## src/rtl/gray_code_counter_if.sv

```systemverilog
// Control and status bundle for gray_code_counter.
// There is no valid/ready handshake on this bundle: every control input is
// a level sampled on each rising clk edge, and every output except tc is a
// register that updates on that same edge.
interface gray_code_counter_if #(
    parameter int N = 4
);
    logic         clear;
    logic         load;
    logic [N-1:0] load_bin;
    logic         en;
    logic         up_dn;
    logic [N-1:0] gray;
    logic [N-1:0] bin;
    logic         wrap;
    logic         tc;

    // Controller side: drives the controls, observes the count.
    modport master (
        output clear, load, load_bin, en, up_dn,
        input  gray, bin, wrap, tc
    );

    // Counter side.
    modport slave (
        input  clear, load, load_bin, en, up_dn,
        output gray, bin, wrap, tc
    );
endinterface

```

## src/rtl/gray_code_counter.sv

```systemverilog
// Registered up/down binary counter with a registered Gray-code copy.
// Intended as a pointer source for clock-domain crossings: every en-driven
// step, including the wrap steps, flips exactly one gray bit. clear and load
// may flip several bits at once.
// Priority on each edge: clear > load > en. With SATURATE=1 the count holds
// at the range end that matches the current direction instead of wrapping.
module gray_code_counter #(
    parameter int N        = 4,
    parameter bit SATURATE = 1'b0
) (
    input  logic                clk,
    input  logic                rst_n,
    gray_code_counter_if.slave  bus
);

    localparam logic [N-1:0] ONE  = {{(N-1){1'b0}}, 1'b1};
    localparam logic [N-1:0] ZERO = '0;
    localparam logic [N-1:0] MAX  = '1;

    logic [N-1:0] r_bin;
    logic [N-1:0] r_gray;
    logic         r_wrap;

    logic [N-1:0] w_step_bin;
    logic [N-1:0] w_next_bin;
    logic         w_next_wrap;
    logic         w_tc;

    // Terminal count looks at the live direction so it can flip in the same
    // cycle as up_dn.
    assign w_tc = bus.up_dn ? (r_bin == MAX) : (r_bin == ZERO);

    // One count step in the sampled direction, modulo 2^N.
    assign w_step_bin = bus.up_dn ? (r_bin + ONE) : (r_bin - ONE);

    // Next-state selection for the binary count and the wrap pulse.
    always_comb begin
        w_next_bin  = r_bin;
        w_next_wrap = 1'b0;
        if (bus.clear) begin
            w_next_bin = ZERO;
        end else if (bus.load) begin
            w_next_bin = bus.load_bin;
        end else if (bus.en) begin
            if (!SATURATE) begin
                // Wrap mode: a step taken at the terminal count is the wrap.
                w_next_bin  = w_step_bin;
                w_next_wrap = w_tc;
            end else if (!w_tc) begin
                // Saturate mode steps freely away from the ends, holds at them.
                w_next_bin = w_step_bin;
            end
        end
    end

    // State registers; gray is encoded from next_bin so it never lags bin.
    always_ff @(posedge clk or negedge rst_n) begin
        if (!rst_n) begin
            r_bin  <= ZERO;
            r_gray <= ZERO;
            r_wrap <= 1'b0;
        end else begin
            r_bin  <= w_next_bin;
            r_gray <= w_next_bin ^ (w_next_bin >> 1);
            r_wrap <= w_next_wrap;
        end
    end

    assign bus.bin  = r_bin;
    assign bus.gray = r_gray;
    assign bus.wrap = r_wrap;
    assign bus.tc   = w_tc;

endmodule

```

## src/flat_wrapper.sv

```systemverilog
// flat-port wrapper written by rule: the top's interface ports become plain ports
module gray_code_counter_flat 
#(
    parameter int N        = 4,
    parameter bit SATURATE = 1'b0
)
  (clk, rst_n, bus_clear, bus_load, bus_load_bin, bus_en, bus_up_dn, bus_gray, bus_bin, bus_wrap, bus_tc);
  gray_code_counter_if #(.N(N)) bus_i ();
  input  logic clk;
  input  logic rst_n;
  input wire logic [$bits(bus_i.clear)-1:0] bus_clear;
  input wire logic [$bits(bus_i.load)-1:0] bus_load;
  input wire logic [$bits(bus_i.load_bin)-1:0] bus_load_bin;
  input wire logic [$bits(bus_i.en)-1:0] bus_en;
  input wire logic [$bits(bus_i.up_dn)-1:0] bus_up_dn;
  output wire logic [$bits(bus_i.gray)-1:0] bus_gray;
  output wire logic [$bits(bus_i.bin)-1:0] bus_bin;
  output wire logic [$bits(bus_i.wrap)-1:0] bus_wrap;
  output wire logic [$bits(bus_i.tc)-1:0] bus_tc;
  assign bus_i.clear = bus_clear;
  assign bus_i.load = bus_load;
  assign bus_i.load_bin = bus_load_bin;
  assign bus_i.en = bus_en;
  assign bus_i.up_dn = bus_up_dn;
  assign bus_gray = bus_i.gray;
  assign bus_bin = bus_i.bin;
  assign bus_wrap = bus_i.wrap;
  assign bus_tc = bus_i.tc;
  gray_code_counter #(.N(N), .SATURATE(SATURATE)) u_core (.clk(clk), .rst_n(rst_n), .bus(bus_i));
endmodule
```

## config.mk

```make
export PLATFORM = sky130hd
export DESIGN_NAME = gray_code_counter_flat
export DESIGN_NICKNAME = d
export VERILOG_FILES = /design/src/rtl/gray_code_counter_if.sv /design/src/rtl/gray_code_counter.sv /design/src/flat_wrapper.sv
export SDC_FILE = /design/constraint.sdc
export NUM_CORES = 1
export LEC_CHECK = 0
export ABC_AREA = 1
export CAP_MARGIN = 5
export CORE_UTILIZATION = 38
export CTS_BUF_LIST = sky130_fd_sc_hd__clkbuf_4
export DETAILED_ROUTE_END_ITERATION = 16
export GPL_TIMING_DRIVEN = 1
export PLACE_DENSITY = 0.71
export RECOVER_POWER = 100
export SLEW_MARGIN = 20
export SYNTH_ARGS = -nofsm -noshare
export SYNTH_HDL_FRONTEND = slang
export SYNTH_SLANG_ARGS = --single-unit
export TNS_END_PERCENT = 50
```

## constraint.sdc

```tcl
create_clock -name clk -period 2.4 [get_ports clk]
set_clock_uncertainty 0.2 [all_clocks]
set_input_delay 0.24 -clock clk [delete_from_list [all_inputs] [get_ports clk]]
set_output_delay 0.24 -clock clk [all_outputs]
set_load 0.05 [all_outputs]
```

Word-level counts from Yosys, hierarchy flattened:

Cells that the tools add are included.

* equality and inequality tests: 1
* bitwise gates (word level): 1
* add/subtract/negate cells: 2
* multiplexer cells: 8
* reductions and logical operators: 1

Operators by type and width (number)
* $mux 4: 4
* $add 4x1->4 const B: 1
* $eq 4x4->1 const B: 1
* $logic_not 4->1: 1
* $mux 1: 4
* $sub 4x1->4 const B: 1
* $xor 4x3->4: 1

* flip-flop bits (word level): 9
* logic and storage cells: 16

Depth between registers and ports, before layout:

* depth after elaboration: 6
* depth in mapped cells: 11
* depth with buffers taken out: 11

Worst setup path before layout:

No wires, ideal clock.

* path type: flip-flop to flip-flop
* start point: reg u_core.r_bin[1], in the netlist u_core.bus.bin[1]
* end point: reg u_core.r_wrap, in the netlist u_core.bus.wrap
* required time: 2.125 ns
* period minus slack after synthesis: 2.116 ns
* stages on the path, launching flop included: 6
* arrival time: 1.841 ns
* setup time: 0.075 ns
* setup slack: 0.284 ns
* path through: dfrtp_1 -> inv_1 -> nand2_1 -> o31ai_2 -> nand3_1 -> nor2_1

* cells in the longest elaborated chain, start to end: 5
* elaborated cells between the ends (all ways): 6
* those cells by class: eq/ne: 1; mux: 4; reduce/logical: 1

Ends and longest elaborated chain
* from (decl): RTL line gray_code_counter.sv:20 `logic [N-1:0] r_bin;`
* from (signal assigned): RTL line gray_code_counter.sv:63 `r_bin <= w_next_bin;`
* $eq 4x4->1 / $logic_not 4->1 (equally long branches): RTL line gray_code_counter.sv:31 `assign w_tc = bus.up_dn ? (r_bin == MAX) : (r_bin == ZERO);`
* $mux 1 (*): RTL line gray_code_counter.sv:31
* named net bus_tc: RTL line flat_wrapper.sv:19 `output wire logic [$bits(bus_i.tc)-1:0] bus_tc;`
* $mux 1 (*): RTL line gray_code_counter.sv:44 `end else if (bus.en) begin`
* $mux 1 (*): RTL line gray_code_counter.sv:42 `end else if (bus.load) begin`
* $mux 1 (*): RTL line gray_code_counter.sv:40 `if (bus.clear) begin`
* named net u_core.w_next_wrap: RTL line gray_code_counter.sv:26 `logic w_next_wrap;`
* to (signal assigned): RTL line gray_code_counter.sv:65 `r_wrap <= w_next_wrap;`
* to (decl): RTL line gray_code_counter.sv:22 `logic r_wrap;`

Mark *: on every way through the listed nets, which the timed path passes. The rest lies on a longest branch.

Worst setup path in the final report:

* start point: in bus_up_dn
* end point: out bus_tc

* cells in the longest elaborated chain, start to end: 1

Ends and longest elaborated chain
* from (decl): RTL line flat_wrapper.sv:15 `input wire logic [$bits(bus_i.up_dn)-1:0] bus_up_dn;`
* $mux 1: RTL line gray_code_counter.sv:31
* to (decl): RTL line flat_wrapper.sv:19

Every way passes these cells.

==> results.json <==
{
  "outcome": "complete, no violations",
  "max_slew.worst_pin.slew_ns": 0.521,
  "finalSetupTns_ns": 0,
  "synth.avg_cell_area_um2": 7.85,
  "path_buf_inv": 3,
  "drtIter0Drc": 14,
  "netlist_area_um2": 518,
  "path_clk_slew_ns": 0.05,
  "syn2layout_area_growth_pct": 44.0,
  "crit_path_start": "bus_up_dn",
  "crit_path_end_kind": "primary output",
  "power.switching_mw": 0.168,
  "maxSlewViolCount": 0,
  "slew_headroom_pct": 64.9,
  "start_util_pct": 43.7,
  "diodes": 0,
  "crit_family": "buffers and inverters",
  "critPathMaxFanout": 3,
  "antenna_found_initial": 0,
  "p_int_mw": 0.269,
  "critPathLaunchType": "input port",
  "clockBufferDepth": 2,
  "synthesis.instances": 66,
  "gp_congestion": 0.759,
  "track_usage_pct": 18.7,
  "n_fill_cell": 117,
  "io_buffers": 19,
  "wl_mm": 1.09,
  "slowest_delay_ns": 0.60,
  "dp_cells": 98,
  "min_period_ns": 2.11,
  "peakVddDrop_mv": 0.392,
  "setup.worst_path.end": "bus_tc",
  "timing.fmax_mhz": 473,
  "drt_pass1_iterations": 4,
  "swShare_pct": 38.4,
  "drc": 0,
  "die_w_um": 38.9,
  "root_buffer": "clkbuf_4",
  "cts-buffers-inserted": 3,
  "cp.required_ns": 1.96,
  "ys_seq_area_share_pct": 38.6,
  "clock_latency_ns": 0.25,
  "wl_per_cell_um": 10.8,
  "hold_buffers": 0,
  "fin_cells": 101,
  "r2r_start": "u_core.bus.bin[0]$_DFF_PN0_",
  "die_area_um2": 1510,
  "crit_path_cell_trace": "dlygate4sd3_1, inv_2, nand2_2, o31ai_1, buf_12",
  "crit_arrival_ns": 1.67,
  "nNetsFinal": 102,
  "reg2reg_to": "u_core.bus.gray[2]$_DFF_PN0_",
  "yosysUniqueCellTypes": 18,
  "r2r_slack_ns": 0.49,
  "drv_cap": 0,
  "yosys.area.top_type": "dfrtp_1",
  "critical_path_depth": 5,
  "place_hpwl_um": 901,
  "num_vias": 473,
  "num_rows": 12,
  "cts_resized": 0,
  "power_frac_seq_pct": 36.4,
  "hold_viol_final": 0,
  "core_area_um2": 1190,
  "layout_commonest_cell": "dlygate4sd3_1",
  "die_y_um": 38.9,
  "yosysWarnings": 0,
  "cts.sinks": 8,
  "fin_crit_sh_pct": 88.1,
  "grt_pass1_vias": 415,
  "crit_type": "in2out",
  "syn_nets": 79,
  "grt_max_degree": 9,
  "post_cts_buffers": 0,
  "power_leakage_nw": 0.402,
  "synth_top_area_share_pct": 38.6,
  "final_cell_mix": "dlygate4sd3_1 (12), inv_1 (11), nand2_1 (10)",
  "drtAntennaViolNets": 0,
  "ys_seq_elements": 8,
  "cts_tree": "built",
  "grt_pass1_wl_mm": 1.79,
  "drive_gt1_share_pct": 14.9,
  "finalSetupViolCount": 0,
  "io_pins": 20,
  "pwr-share-comb_pct": 40.6,
  "ys_top_cells_by_area": "dfrtp_1 (39%), inv_1 (8.0%), nand2_1 (7.2%)",
  "overflow": 0,
  "cp_slowest_cell": "dlygate4sd3_1",
  "cts_htree_levels": 1,
  "clockPowerShare_pct": 23.0,
  "hp-class": "in2async",
  "reg2reg_depth": 7,
  "power.density_nw_per_um2": 585,
  "via_per_inst": 4.68,
  "rsz0062_at_grt": "false"
}
==> how the worst min path moves through the flow <==
stage,from,slack [ns],cells past startpoint,end
finish,rst_n,0.14,1,u_core.bus.bin[1]$_DFF_PN0_
detailed placement,rst_n,0.34,1,u_core.bus.gray[0]$_DFF_PN0_
global placement,rst_n,0.33,1,u_core.bus.wrap$_DFF_PN0_
global route,rst_n,0.15,1,u_core.bus.bin[1]$_DFF_PN0_
CTS,rst_n,0.07,1,u_core.bus.bin[1]$_DFF_PN0_
floorplan,rst_n,-0.26,0,u_core.bus.bin[0]$_DFF_PN0_
==> cells by family (layout without fill, tap and decap cells) <==
logic type               count (synthesis)  after routing  synth area share (%)
buffers and inverters                   16             37                  12.3
AND/OR/NAND/NOR                         27             27                  23.9
AO/OA/AOI/OAI                            8              8                  9.66
adder cells (fa/ha/maj)                  3              3                  8.70
flip-flops                               8              8                  38.6
XOR/XNOR                                 4              4                  6.76
==> state kept, by name, summed over array words and instances (netlist names) <==
| signal | cells |
|---|---|
| u_core.bus.wrap | 1 |
| u_core.bus.gray | 3 |
| u_core.bus.bin | 4 |
==> synthesized netlist by cell type, drive strengths merged <==
master,count
inv,15
nand2,15
dfrtp,8
nor2,6
nand3,4
o21ai,4
xor2,4
a21oi,2
ha,2
buf,1
fa,1
nand4,1
o211ai,1
o31ai,1
or2,1
==> cell type report <==
| class | count | area (um2) | share of cell area, % |
|---|---|---|---|
| flip-flops and latches | 8 | 200 | 26.8 |
| inverters | 15 | 56.3 | 7.55 |
| clock buffers | 3 | 22.5 | 3.02 |
| multi-input cells | 42 | 249 | 33.4 |
| repair buffers | 19 | 200 | 26.8 |
| well taps | 14 | 17.5 | 2.35 |
==> routing by layer <==
layer	routed length (um)	GRT usage [%]	vias up	part of all wire [%]
met3	60	5.20	0	5.5
met5	0	0	-	0
met2	563	29.6	22	52
met1	462	22.6	207	43
li1	-	-	244	-
met4	0	10.3	0	0
==> stage by stage <==
step	hold slack (ns)	cell area, um2	utilization, %	total power [mW]	worst slack (ns)
2_1_floorplan	-0.256	518	-	0.278	0.284
3_3_place_gp	0.331	728	61.4	0.345	0.324
3_5_place_dp	0.339	728	61.4	0.348	0.306
4_1_cts	0.0707	751	63.3	0.451	0.413
5_1_grt	0.149	746	62.9	0.467	0.195
6_report	0.137	746	62.9	0.436	0.285
==> power by group through the flow <==
| stage | Sequential [mW] | Combinational (mW) | Clock (mW) |
|---|---|---|---|
| after global placement | 0.162 | 0.183 | 0 |
| after floorplan | 0.210 | 0.0677 | 0 |
| after CTS | 0.160 | 0.187 | 0.104 |
| final | 0.159 | 0.177 | 0.101 |
| after detailed placement | 0.162 | 0.186 | 0 |
| after global routing | 0.161 | 0.193 | 0.113 |
No activity file was read; power rests on OpenSTA's default activity.
